<file path="config.mk">
export PLATFORM = sky130hd
export DESIGN_NAME = data_sram_bridge
export DESIGN_NICKNAME = d
export VERILOG_FILES = /design/src/rtl/data_sram_bridge_pkg.sv /design/src/rtl/data_sram_bridge_timeout_ctr.sv /design/src/rtl/data_sram_bridge.sv
export SDC_FILE = /design/constraint.sdc
export NUM_CORES = 1
export LEC_CHECK = 0
export ABC_AREA = 0
export CAP_MARGIN = 20
export CORE_AREA = 2 2 108 110
export CTS_CLUSTER_DIAMETER = 120
export DETAILED_ROUTE_END_ITERATION = 10
export DIE_AREA = 0 0 110 112
export GPL_TIMING_DRIVEN = 0
export PLACE_DENSITY = 0.78
export SKIP_CTS_REPAIR_TIMING = 1
export SYNTH_ARGS = -nofsm -noshare
export SYNTH_HDL_FRONTEND = slang
export SYNTH_HIERARCHICAL = 1
export SYNTH_SLANG_ARGS = --single-unit
export TNS_END_PERCENT = 50
</file>
<file path="constraint.sdc">
create_clock -name clk -period 4.8 [get_ports clk]
set_clock_uncertainty 0.05 [all_clocks]
set_input_delay 1.2 -clock clk [delete_from_list [all_inputs] [get_ports clk]]
set_output_delay 1.2 -clock clk [all_outputs]
set_load 0.01 [all_outputs]
</file>
<file path="src/rtl/data_sram_bridge_pkg.sv">
// Shared definitions for the data SRAM bridge: FSM encodings, the timeout
// read-data pattern and the width of the packed bus request.
package data_sram_bridge_pkg;

  typedef enum logic [1:0] {
    BR_IDLE = 2'd0,
    BR_REQ  = 2'd1,
    BR_WAIT = 2'd2,
    BR_DONE = 2'd3
  } br_state_t;

  localparam logic [31:0] BR_ERR_DATA = 32'hDEAD_BEEF;

  // Packed request layout: {we, wstrb, addr, wdata}
  function automatic int bus_req_w(input int addr_w, input int data_w);
    return 1 + data_w / 8 + addr_w + data_w;
  endfunction

endpackage

</file>
<file path="src/rtl/data_sram_bridge_timeout_ctr.sv">
// Wait-cycle counter for the bridge: cleared when a request is accepted,
// advanced while waiting; done marks the last allowed wait cycle.
module data_sram_bridge_timeout_ctr #(
  parameter int LIMIT = 255
) (
  input  logic clk,
  input  logic rst,
  input  logic clr,
  input  logic en,
  output logic done
);

  localparam int W = $clog2(LIMIT + 1);

  logic [W-1:0] cnt_reg;

  assign done = (cnt_reg == W'(LIMIT - 1));

  always_ff @(posedge clk or posedge rst) begin
    if (rst) begin
      cnt_reg <= '0;
    end else if (clr) begin
      cnt_reg <= '0;
    end else if (en && !done) begin
      cnt_reg <= cnt_reg + W'(1);
    end
  end

endmodule

</file>
<file path="src/rtl/data_sram_bridge.sv">
// Data SRAM port responder: latches one EX-stage access, runs it over a
// valid/ready bus and stalls the pipeline until it completes or times out.
module data_sram_bridge
  import data_sram_bridge_pkg::*;
#(
  parameter int ADDR_W  = 32,
  parameter int DATA_W  = 32,
  parameter int TIMEOUT = 255,
  parameter logic [DATA_W-1:0] ERR_DATA = DATA_W'(BR_ERR_DATA)
) (
  input  logic                clk,
  input  logic                rst,
  input  logic                data_sram_en,
  input  logic [DATA_W/8-1:0] data_sram_wen,
  input  logic [ADDR_W-1:0]   data_sram_addr,
  input  logic [DATA_W-1:0]   data_sram_wdata,
  output logic [DATA_W-1:0]   data_sram_rdata,
  output logic                stallreq_mem,
  output logic                bus_err,
  output logic                bus_req_valid,
  input  logic                bus_req_ready,
  output logic                bus_req_we,
  output logic [DATA_W/8-1:0] bus_req_wstrb,
  output logic [ADDR_W-1:0]   bus_req_addr,
  output logic [DATA_W-1:0]   bus_req_wdata,
  input  logic                bus_resp_valid,
  input  logic [DATA_W-1:0]   bus_resp_rdata
);

  localparam int REQ_W = bus_req_w(ADDR_W, DATA_W);

  br_state_t          state_reg, state_next;
  logic [REQ_W-1:0]   req_reg, req_next;
  logic [DATA_W-1:0]  rdata_reg;
  logic               bus_err_reg;
  logic               load_req, capture, timeout;
  logic               ctr_clr, ctr_en, ctr_done;

  assign req_next = {|data_sram_wen, data_sram_wen,
                     data_sram_addr & ~ADDR_W'(3), data_sram_wdata};

  assign {bus_req_we, bus_req_wstrb, bus_req_addr, bus_req_wdata} = req_reg;
  assign data_sram_rdata = rdata_reg;
  assign bus_err         = bus_err_reg;

  data_sram_bridge_timeout_ctr #(.LIMIT(TIMEOUT)) u_timeout_ctr (
    .clk  (clk),
    .rst  (rst),
    .clr  (ctr_clr),
    .en   (ctr_en),
    .done (ctr_done)
  );

  always_comb begin
    state_next    = state_reg;
    stallreq_mem  = 1'b0;
    bus_req_valid = 1'b0;
    load_req      = 1'b0;
    capture       = 1'b0;
    timeout       = 1'b0;
    ctr_clr       = 1'b0;
    ctr_en        = 1'b0;
    case (state_reg)
      BR_IDLE: begin
        stallreq_mem = data_sram_en;
        if (data_sram_en) begin
          load_req   = 1'b1;
          state_next = BR_REQ;
        end
      end
      BR_REQ: begin
        stallreq_mem  = 1'b1;
        bus_req_valid = 1'b1;
        if (bus_req_ready) begin
          ctr_clr    = 1'b1;
          state_next = BR_WAIT;
        end
      end
      BR_WAIT: begin
        stallreq_mem = 1'b1;
        ctr_en       = 1'b1;
        // A response in the timeout cycle still counts as a normal completion.
        if (bus_resp_valid) begin
          capture    = 1'b1;
          state_next = BR_DONE;
        end else if (ctr_done) begin
          timeout    = 1'b1;
          state_next = BR_DONE;
        end
      end
      BR_DONE: begin
        state_next = BR_IDLE;
      end
      default: state_next = BR_IDLE;
    endcase
  end

  always_ff @(posedge clk or posedge rst) begin
    if (rst) begin
      state_reg   <= BR_IDLE;
      req_reg     <= '0;
      rdata_reg   <= '0;
      bus_err_reg <= 1'b0;
    end else begin
      state_reg   <= state_next;
      bus_err_reg <= timeout;
      if (load_req) begin
        req_reg <= req_next;
      end
      // Writes never disturb the last load value.
      if (capture && !bus_req_we) begin
        rdata_reg <= bus_resp_rdata;
      end else if (timeout && !bus_req_we) begin
        rdata_reg <= ERR_DATA;
      end
    end
  end

endmodule

</file>
Word-level counts from Yosys, hierarchy flattened
Index checks and enable logic that the tools add are counted.
- register bits after elaboration: 110
- output and inout port bits: 104
- latch bits: 0
- bits in writable memories: 0
- input bits: 105
- memories kept: 0
- logic and storage cells: 45
- memory bits (read-only): 0
- div/mod/pow operators: 0
- multipliers: 0
- multiplexer cells: 21
- add/subtract/negate cells: 1
- bitwise operators: 0
- order comparisons: 0
- reduce and logical (&&, ||, !) cells: 11
- equality and inequality tests: 7
- shift-type cells: 0
- operators by type and width (cell ; count):
    $mux W32 ; 2
    $mux W8 ; 2
    $mux W1 ; 11
    $add A8 B1 Y8 const B ; 1
    $eq A8 B8 Y1 const B ; 1
    $mux W2 ; 4
    $pmux W2 S4 ; 1
    $eq A2 B2 Y1 const B ; 2
    $ne A2 B2 Y1 const B ; 2
    $reduce_bool A2 Y1 ; 2
    $reduce_or A4 Y1 ; 1
    $logic_and A1 B1 Y1 ; 3
    $ne A3 B2 Y1 const B ; 1
    $reduce_and A3 Y1 ; 1
    $eq A2 B1 Y1 const B ; 1
    $logic_not A1 Y1 ; 2
    $logic_not A2 Y1 ; 1
    $pmux W1 S2 ; 1
    $reduce_or A2 Y1 ; 1

Depth between registers and ports, before layout
Gate-level depths: netlist of the first run.
- word-level depth: 7
- mapped depth: 7
- depth with buffers taken out: 7

Hierarchy
Netlist of the first run, hierarchy kept.
- by module, submodules not included (module ; cells each ; area an instance (um^2) ; instances ; seq. area each (um^2)):
    data_sram_bridge ; 244 ; 3956.3 ; 1 ; 2552.4
    data_sram_bridge_timeout_ctr ; 52 ; 489.2 ; 1 ; 200.2

Worst setup path after synthesis of the first run
OpenSTA, ideal clock, no wires.
- kind: input-to-output
- start: input data_sram_en
- end: output stallreq_mem
- stages on the path: 2
- path buffers: 0
- path slack: 2.136 ns
- data arrival time: 1.414 ns
- required time: 3.550 ns
- cells stage by stage: a21oi_1 nor2_1
- longest elaborated chain between the ends: 1
- RTL lines (element ; line ; text):
    start, declared ; data_sram_bridge.sv:13 ; input logic data_sram_en,
    $pmux W1 S2 ; data_sram_bridge.sv:63 ; case (state_reg)
    end, declared ; data_sram_bridge.sv:18 ; output logic stallreq_mem,
Every way passes these cells.

Final worst setup path of the first run
Same ends and word-level chain as after synthesis.

==> run summary, run 1 <==
Status: finished clean
Slowest stage delay, CP: 540 ps
Leakage power: 0.00303 uW
Most Frequent Cell on Critical Path: clkdlybuf4s50_1
Max_slew headroom: 53.9%
Critical-path maximum fanout: 3
Worst Hold End: data_sram_rdata[6]$_DFFE_PP0P_
Crit path DAT: 2490 ps
Die X: 110 um
First-pass GRT wire length: 17,900 um
Initial antenna violation count: 0
DRC viols: 0
FF-to-FF End: state_reg[1]$_DFFE_PP0P_
Final cell count without fillers: 661
Clock Latency Late Sink: 350 ps
VDD IR max: 0.407 mV
Beginning of the worst hold path: data_sram_rdata[6]$_DFFE_PP0P_
Synthesis-stage register bit count: 110
Largest net degree at the start of global routing: 53
Router iterations before antenna repair: 4
PwrDens: 655 mW/mm2
Reg2reg path depth: 7
Worst Hold Class: register to register
WL/cell: 17.0 um
Area delta synth->final: 58.5%
Vias/cell: 5.00
CP Launch Type: primary input
Post-synth top cells: dfrtp_1, mux2_2, o22a_1
Post-synth design cell area: 0.00445 mm2
Fin. Hold Viols: 0
RSZ-0062 raised after global routing: no
Core ar.: 0.0112 mm2
Gpl congestion: 0.803
Final nets: 625
CP Capture Type: primary output
Number of flops mapped to enable cells by yosys: 0
Yosys warnings: 6
Number of cells on the worst hold path: 1
# rows: 39
Crit-path slowest cell: clkdlybuf4s50_1
Final setup violation count: 0
Htree depth: 3
Most numerous cell in the Yosys netlist: dfrtp_1
RR Startpoint: u_timeout_ctr/cnt_reg[0]$_DFFE_PP0P_
GR Util All Layers: 18.9%
Setup CP Type: primary input to primary output
Fin util: 63.1%
Mapped Cells: 296
Routed Antenna Nets: 0
Drt initial violations: 85
Sequential fraction of the synthesis area: 61.9%
Post-synth top area share: 61.9%
HPWL Detailed: 8480 um
R2R setup slack: 2760 ps
Max Clk Rate: 267 MHz
Crit-path leading delay family: buffers and inverters
Area contributors post-synth: dfrtp_1, mux2_2, mux2_4
Synth unique cells: 38
DP Cell Count: 645
Crit path required time: 3550 ps
Avg Inst Size Synth: 15.0 um2
Fin crit share: 77.9%
Vert. Die Dim: 112 um
Initial core utilization: 39.8%
Worst path bufs/invs: 2
Die ar.: 0.0123 mm2
Clock Sinks: 110
Port Buffers: 204
Slew @ Worst Pin: 686 ps
Worst-path clk slew: 70 ps
Fin crit period: 3740 ps
Root buf cell: clkbuf_16
Diode count: 0
Layout fillers: 846
Max_cap viols: 0
Num CTS Buffers: 9
TritonCTS clock tree: done
Max FFs per register: 67
GR Overflow Total: 0
Worst path cell trace: clkdlybuf4s50_1 > a21oi_1 > nor2_1 > clkdlybuf4s50_1
Biggest area consumer among synthesized cells: dfrtp_1
Fin. max-slew vios: 0
Async set-reset flop share out of synthesis: 100%
Via count: 3,305
Post-synth top flop: dfrtp_1
Largest buffer count on any clock path: 2
IO Count: 209
Total Routed Length: 11,200 um
Vias in the first global route: 3,688
Ratio of cells with drive above 1 in the final layout: 20.7%
Total negative setup slack: 0 ps
-- area by class of cell --
cell class | instances | area (um2) | share of cell area, %
Buffer | 17 | 115 | 1.63
Clock buffer | 10 | 239 | 3.39
Clock inverter | 6 | 109 | 1.54
Inverter | 8 | 32.5 | 0.462
Multi-Input combinational cell | 162 | 1550 | 22.0
Sequential cell | 110 | 2750 | 39.1
Tap cell | 143 | 179 | 2.54
Timing Repair Buffer | 205 | 2070 | 29.4
-- power by group --
group	switching, uW	internal, uW	total [uW]
registers	260	1380	1640
logic	794	1330	2130
clock network	329	523	852
-- worst max-delay path by stage --
stage	slack [ps]	from	end	cells past startpoint
after CTS	1060	data_sram_en	stallreq_mem	4
after detailed placement	1070	data_sram_en	stallreq_mem	4
after floorplan	870	rst	bus_err$_DFF_PP0_	1
after global placement	-620	rst	req_reg[24]$_DFFE_PP0P_	2
after global routing	970	data_sram_en	stallreq_mem	4
final	1060	data_sram_en	stallreq_mem	4
-- layer usage --
metal  wire [um]  GRT usage (%)  vias up  share of wire [%]
li1            -              -     1505                  -
met1        4280           21.3     1662                 38
met2        5900           32.2      121                 52
met3         848           6.32       17                7.5
met4         230           7.85        0                2.0
met5           0              0        -                  0
-- logic make-up (layout without fill, tap and decap cells) --
family	count (synthesis)	in the layout	share of synthesized area (%)
muxes	68	68	18.8
adders and majority gates	7	7	1.97
and+or+nand+nor	32	32	3.94
DFF	110	110	61.9
buffers and inverters	25	246	3.26
AOI/OAI and AO/OA	53	53	9.99
other	1	2	0.0844
-- worst reg2reg max path: cells and delay by family (launching register included) --
kind	cells	cell delay [ps]
flip-flops	1	430
buffers and inverters	1	110
multiplexers	1	360
AND/OR/NAND/NOR	3	520
adder cells (fa/ha/maj)	1	230
AO/OA/AOI/OAI	1	230
-- layout by cell type, fill, tap and decap left out, types with 5 or more instances in the layout --
| cell | n |
|---|---|
| clkdlybuf4s50_1 | 204 |
| mux2_2 | 49 |
| dfrtp_1 | 110 |
| buf_2 | 8 |
| buf_4 | 5 |
| mux2_4 | 19 |
| ha_1 | 7 |
| a21oi_1 | 6 |
| a22o_1 | 8 |
| nand2_1 | 7 |
| inv_1 | 7 |
| o22a_1 | 24 |
| clkbuf_16 | 9 |
-- through the flow --
stage	area, um2	total power, uW	worst slack [ps]	hold slack (ps)
2_1_floorplan	4450	2610	875	447
3_3_place_gp	6670	3700	-619	422
3_5_place_dp	6700	3790	1070	430
4_1_cts	7050	4660	1060	447
5_1_grt	7050	4860	969	454
6_report	7050	4620	1060	444
No activity file was read; power rests on OpenSTA's default activity.
==> inputs of run 2 (changes only) <==
--- a/config.mk
+++ b/config.mk
@@ -7,12 +7,12 @@
 export LEC_CHECK = 0
 export ABC_AREA = 0
 export CAP_MARGIN = 20
-export CORE_AREA = 2 2 108 110
+export CORE_AREA = 2 2 113 115
 export CTS_CLUSTER_DIAMETER = 120
 export DETAILED_ROUTE_END_ITERATION = 10
-export DIE_AREA = 0 0 110 112
+export DIE_AREA = 0 0 115 117
 export GPL_TIMING_DRIVEN = 0
-export PLACE_DENSITY = 0.78
+export PLACE_DENSITY = 0.75
 export SKIP_CTS_REPAIR_TIMING = 1
 export SYNTH_ARGS = -nofsm -noshare
 export SYNTH_HDL_FRONTEND = slang
==> constraint.sdc (replaced) <==
create_clock -name clk -period 3.3 [get_ports clk]
set_clock_uncertainty 0.05 [all_clocks]
set_input_delay 0.825 -clock clk [delete_from_list [all_inputs] [get_ports clk]]
set_output_delay 0.825 -clock clk [all_outputs]
set_load 0.01 [all_outputs]
==> run summary, run 2 (synthesized netlist as in run 1, its figures left out) <==
Worst Hold Slack: 442 ps (-1.59 ps)
Die X: 115 um (+4.5%)
Crit path DAT: 2150 ps (-340 ps)
Largest net degree at the start of global routing: 44 (-17%)
Root buf cell: clkbuf_16
RR Startpoint: u_timeout_ctr/cnt_reg[0]$_DFFE_PP0P_
Worst Hold Class: register to register
Drt initial violations: 113 (+33%)
IO Count: 209 (unchanged)
Core ar.: 0.0123 mm2 (+10%)
Die ar.: 0.0135 mm2 (+9.2%)
Number of cells on the worst hold path: 1 (unchanged)
TritonCTS clock tree: done
Max Clk Rate: 330 MHz
Max FFs per register: 67 (unchanged)
Beginning of the worst hold path: data_sram_rdata[13]$_DFFE_PP0P_
Via count: 3,265 (-1.2%)
Commonest non-fill, non-tap cells in the layout: clkdlybuf4s50_1, dfrtp_1, mux2_2
Vias/cell: 4.88 (-2.4%)
# rows: 41 (+5.1%)
Htree depth: 3 (unchanged)
Most common cell after layout, fill and taps aside: clkdlybuf4s50_1
Leakage power: 0.00301 uW (-0.47%)
Crit-path slowest cell: clkdlybuf4s50_1
Fin crit share: 91.7%
Initial core utilization: 36.1% (-3.7 points)
WL/cell: 17.2 um (+1.1%)
Critical-path maximum fanout: 3 (unchanged)
VDD IR max: 0.458 mV (+13%)
Clock Sinks: 110 (unchanged)
Num CTS Buffers: 9 (unchanged)
GR Util All Layers: 16.7% (-2.2 points)
Routed Antenna Nets: 0 (unchanged)
Vias in the first global route: 3,477 (-5.7%)
Max_slew headroom: 50.3% (-3.6 points)
Largest buffer count on any clock path: 2 (unchanged)
Ratio of cells with drive above 1 in the final layout: 20.4% (-0.23 points)
Register Area: 0.00275 mm2 (unchanged)
Fin crit period: 3030 ps
Fin. Hold Viols: 0 (unchanged)
DRC viols: 0 (unchanged)
Seq pwr share: 35.9% (+0.4 points)
Fin. max-slew vios: 0 (unchanged)
Combinational power share: 46.6% (+0.6 points)
Footprint of the multi-input gates: 0.00155 mm2 (unchanged)
Clock Latency Late Sink: 340 ps (about the same)
Status: finished clean
RSZ-0062 raised after global routing: no
Clk pwr share: 17.5% (-1.0 points)
Layout fillers: 1,024 (+21%)
Router iterations before antenna repair: 4 (unchanged)
Total Routed Length: 11,500 um (+2.3%)
Slew @ Worst Pin: 740 ps (+53.8 ps)
CP Launch Type: primary input
HPWL Detailed: 8830 um (+4.1%)
Setup CP Type: primary input to primary output
R2R setup slack: 1330 ps (-1430 ps)
Total negative setup slack: 0 ps (unchanged)
First-pass GRT wire length: 17,300 um (-2.9%)
Gpl congestion: 0.829 (+3.2%)
PwrDens: 942 mW/mm2 (+44%)
Worst path cell trace: clkdlybuf4s50_1 > a21oi_1 > nor2_1 > clkdlybuf4s50_1
Sw frac: 30.2% (+0.22 points)
FF-to-FF End: state_reg[1]$_DFFE_PP0P_
CP Capture Type: primary output
Diode count: 0 (unchanged)
Reg2reg path depth: 7 (unchanged)
Slowest stage delay, CP: 600 ps (+60 ps)
Worst-path clk slew: 70 ps (about the same)
Port Buffers: 204 (unchanged)
P_sw: 2000 uW (+45%)
Worst Hold End: data_sram_rdata[13]$_DFFE_PP0P_
P_int: 4630 uW (+43%)
Vert. Die Dim: 117 um (+4.5%)
Crit path required time: 2420 ps (-1130 ps)
Final nets: 626 (+0.16%)
Most Frequent Cell on Critical Path: clkdlybuf4s50_1
Max_cap viols: 0 (unchanged)
Initial antenna violation count: 0 (unchanged)
Final setup violation count: 0 (unchanged)
Area delta synth->final: 58.3%
GR Overflow Total: 0 (unchanged)
## run 2: cell types whose count changed in the layout (fill, tap and decap cells not counted)
| cell | delta |
|---|---|
| clkbuf_1 | +2 |
| buf_16 | -1 |
| clkinvlp_4 | +1 |
| bufinv_16 | -1 |
| buf_12 | +2 |
| inv_4 | -1 |
| clkinv_4 | -1 |
## run 2: worst max path at each step
stage	from	to	slack [ps]	depth (start not counted)
2_1_floorplan	rst	bus_err$_DFF_PP0_	1210	1
3_3_place_gp	rst	req_reg[0]$_DFFE_PP0P_	170	2
3_5_place_dp	data_sram_en	stallreq_mem	270	4
4_1_cts	data_sram_en	stallreq_mem	250	4
5_1_grt	data_sram_en	stallreq_mem	200	4
6_report	data_sram_en	stallreq_mem	270	4
## run 2: critical path: cells and delay by family
family / cells / cell delay, ps
simple gates: 1 / 110
compound gates: 1 / 90
buf+inv: 2 / 1140
## run 2: layout make-up
cell class                      count  area share (%)
Buffer                             17            1.64
Clock buffer                       12            3.50
Clock inverter                      4           0.995
Inverter                            8           0.480
Multi-Input combinational cell    162            22.0
Sequential cell                   110            39.1
Tap cell                          150            2.67
Timing Repair Buffer              206            29.6
## run 2: metal layers
layer  global-route usage (%)  vias up  wire, um
met3                     5.25       10       693
met4                     4.98        0       128
li1                         -     1500         -
met5                        0        -         0
met2                     29.3      111      6080
met1                     19.9     1644      4610
## run 2: per-stage QoR
step / instance area, um2 / instances / utilization (%) / worst slack (ps) / total power [uW]
6_report: 7040 / 669 / 57.2 / 273 / 6630
3_3_place_gp: 6680 / 651 / 54.3 / 167 / 5410
3_5_place_dp: 6720 / 653 / 54.6 / 270 / 5520
4_1_cts: 7040 / 669 / 57.2 / 251 / 6710
2_1_floorplan: 4450 / 297 / - / 1210 / 3790
5_1_grt: 7040 / 669 / 57.2 / 204 / 7010
## run 2: power by group through the flow
stage | Clock (uW) | Combinational, uW | Sequential (uW)
2_1_floorplan | 0 | 1140 | 2650
3_3_place_gp | 0 | 3050 | 2350
5_1_grt | 1250 | 3300 | 2460
6_report | 1160 | 3090 | 2380
3_5_place_dp | 0 | 3120 | 2400
4_1_cts | 1190 | 3140 | 2390
==> inputs of run 3 (changes only) <==
--- a/config.mk
+++ b/config.mk
@@ -7,10 +7,10 @@
 export LEC_CHECK = 0
 export ABC_AREA = 0
 export CAP_MARGIN = 20
-export CORE_AREA = 2 2 113 115
+export CORE_AREA = 2 2 102 128
 export CTS_CLUSTER_DIAMETER = 120
 export DETAILED_ROUTE_END_ITERATION = 10
-export DIE_AREA = 0 0 115 117
+export DIE_AREA = 0 0 104 130
 export GPL_TIMING_DRIVEN = 0
 export PLACE_DENSITY = 0.75
 export SKIP_CTS_REPAIR_TIMING = 1
==> run summary, run 3 (synthesized netlist as in run 1, its figures left out) <==
Status: finished clean
Total negative setup slack: 0 ps (unchanged)
Final setup violation count: 0 (unchanged)
RR Startpoint: u_timeout_ctr/cnt_reg[0]$_DFFE_PP0P_
Core ar.: 0.0124 mm2 (+0.98%)
Fin. max-slew vios: 0 (unchanged)
FF-to-FF End: state_reg[1]$_DFFE_PP0P_
Clock Sinks: 110 (unchanged)
Crit-path slowest cell: clkdlybuf4s50_1
Area delta synth->final: 58.7%
Drt initial violations: 57 (-50%)
Reg2reg path depth: 7 (unchanged)
IO Count: 209 (unchanged)
Largest buffer count on any clock path: 2 (unchanged)
Gpl congestion: 0.786 (-5.2%)
Worst path cell trace: clkdlybuf4s50_1 > a21oi_1 > nor2_1 > clkdlybuf4s50_1
WL/cell: 16.7 um (-3.1%)
Commonest non-fill, non-tap cells in the layout: clkdlybuf4s50_1, dfrtp_1, mux2_2
# rows: 46 (+12%)
Vias in the first global route: 3,554 (+2.2%)
Die ar.: 0.0135 mm2 (+0.48%)
Largest net degree at the start of global routing: 45 (+2.3%)
Critical-path maximum fanout: 3 (unchanged)
Via count: 3,292 (+0.83%)
Vert. Die Dim: 130 um (+11%)
Router iterations before antenna repair: 4 (unchanged)
Vias/cell: 4.79 (-1.8%)
Slew @ Worst Pin: 694 ps (-45.9 ps)
Ratio of cells with drive above 1 in the final layout: 20.6% (+0.19 points)
CP Launch Type: primary input
Layout fillers: 1,067 (+4.2%)
RSZ-0062 raised after global routing: no
Beginning of the worst hold path: data_sram_rdata[31]$_DFFE_PP0P_
Fin crit share: 89.9% (-1.8 points)
Footprint of the multi-input gates: 0.00155 mm2 (unchanged)
Initial core utilization: 35.8% (-0.35 points)
HPWL Detailed: 8780 um (-0.50%)
Worst Hold Class: register to register
PwrDens: 931 mW/mm2 (-1.1%)
Htree depth: 3 (unchanged)
TritonCTS clock tree: done
Fin. Hold Viols: 0 (unchanged)
Max_slew headroom: 53.4% (+3.1 points)
GR Overflow Total: 0 (unchanged)
Clock Latency Late Sink: 340 ps (about the same)
Fin crit period: 2970 ps (-61.0 ps)
Slowest stage delay, CP: 550 ps (-50 ps)
Max FFs per register: 67 (unchanged)
DRC viols: 0 (unchanged)
Max Clk Rate: 337 MHz (+2.1%)
Max_cap viols: 0 (unchanged)
Diode count: 0 (unchanged)
Routed Antenna Nets: 0 (unchanged)
Crit path required time: 2420 ps (about the same)
Total Routed Length: 11,500 um (-0.45%)
R2R setup slack: 1290 ps (-40 ps)
Initial antenna violation count: 0 (unchanged)
Num CTS Buffers: 9 (unchanged)
Register Area: 0.00275 mm2 (unchanged)
Most Frequent Cell on Critical Path: clkdlybuf4s50_1
Worst Hold End: data_sram_rdata[31]$_DFFE_PP0P_
Most common cell after layout, fill and taps aside: clkdlybuf4s50_1
Layout Cell Area excl Fill: 0.00705 mm2 (+0.21%)
VDD IR max: 0.424 mV (-7.4%)
Area post-placement: 0.00675 mm2 (+0.33%)
GR Util All Layers: 16.8% (about the same)
Final nets: 626 (unchanged)
Number of cells on the worst hold path: 1 (unchanged)
Die X: 104 um (-9.6%)
Leakage power: 0.00300 uW (-0.29%)
Worst-path clk slew: 60 ps (about the same)
Crit path DAT: 2090 ps (-60 ps)
CP Capture Type: primary output
First-pass GRT wire length: 17,900 um (+3.2%)
Setup CP Type: primary input to primary output
Root buf cell: clkbuf_16
Port Buffers: 204 (unchanged)
run 3: worst max path at each step:
stage	from	cells past startpoint	end	slack, ps
3_3_place_gp	rst	2	req_reg[23]$_DFFE_PP0P_	210
5_1_grt	data_sram_en	4	stallreq_mem	250
4_1_cts	data_sram_en	4	stallreq_mem	340
2_1_floorplan	rst	1	bus_err$_DFF_PP0_	1210
3_5_place_dp	data_sram_en	4	stallreq_mem	350
6_report	data_sram_en	4	stallreq_mem	330
run 3: cell type report:
class	instances	area share, %
multi-input cells	162	22.0
flip-flops and latches	110	39.0
repair buffers	206	29.5
well taps	168	2.98
clock buffers	11	3.44
inverters	8	0.479
plain buffers	17	1.63
clock inverters	5	0.940
run 3: worst max-delay path, delay by kind of cell:
family / cells / cell delay (ps)
AOI/OAI and AO/OA: 1 / 80
buffers and inverters: 2 / 1070
and+or+nand+nor: 1 / 110
run 3: power by group:
part	switching (uW)	internal (uW)	total, uW
Clock	495	618	1110
Combinational	1140	1940	3080
Sequential	376	2000	2380
run 3: metal layers:
metal | vias up | track usage (%) | wire length, um
met5 | - | 0 | 0
met4 | 0 | 6.68 | 197
met3 | 12 | 5.79 | 793
met2 | 125 | 29.9 | 6150
met1 | 1643 | 18.5 | 4310
li1 | 1512 | - | -
run 3: stage by stage:
| step | power [uW] | worst slack [ps] | hold WS [ps] | util, % | std cells |
|---|---|---|---|---|---|
| after floorplan | 3790 | 1210 | 447 | - | 297 |
| after global placement | 5390 | 211 | 421 | 53.9 | 669 |
| after detailed placement | 5500 | 350 | 427 | 54.3 | 671 |
| after CTS | 6650 | 344 | 442 | 56.7 | 687 |
| after global routing | 6940 | 249 | 459 | 56.7 | 687 |
| final | 6570 | 334 | 437 | 56.7 | 687 |
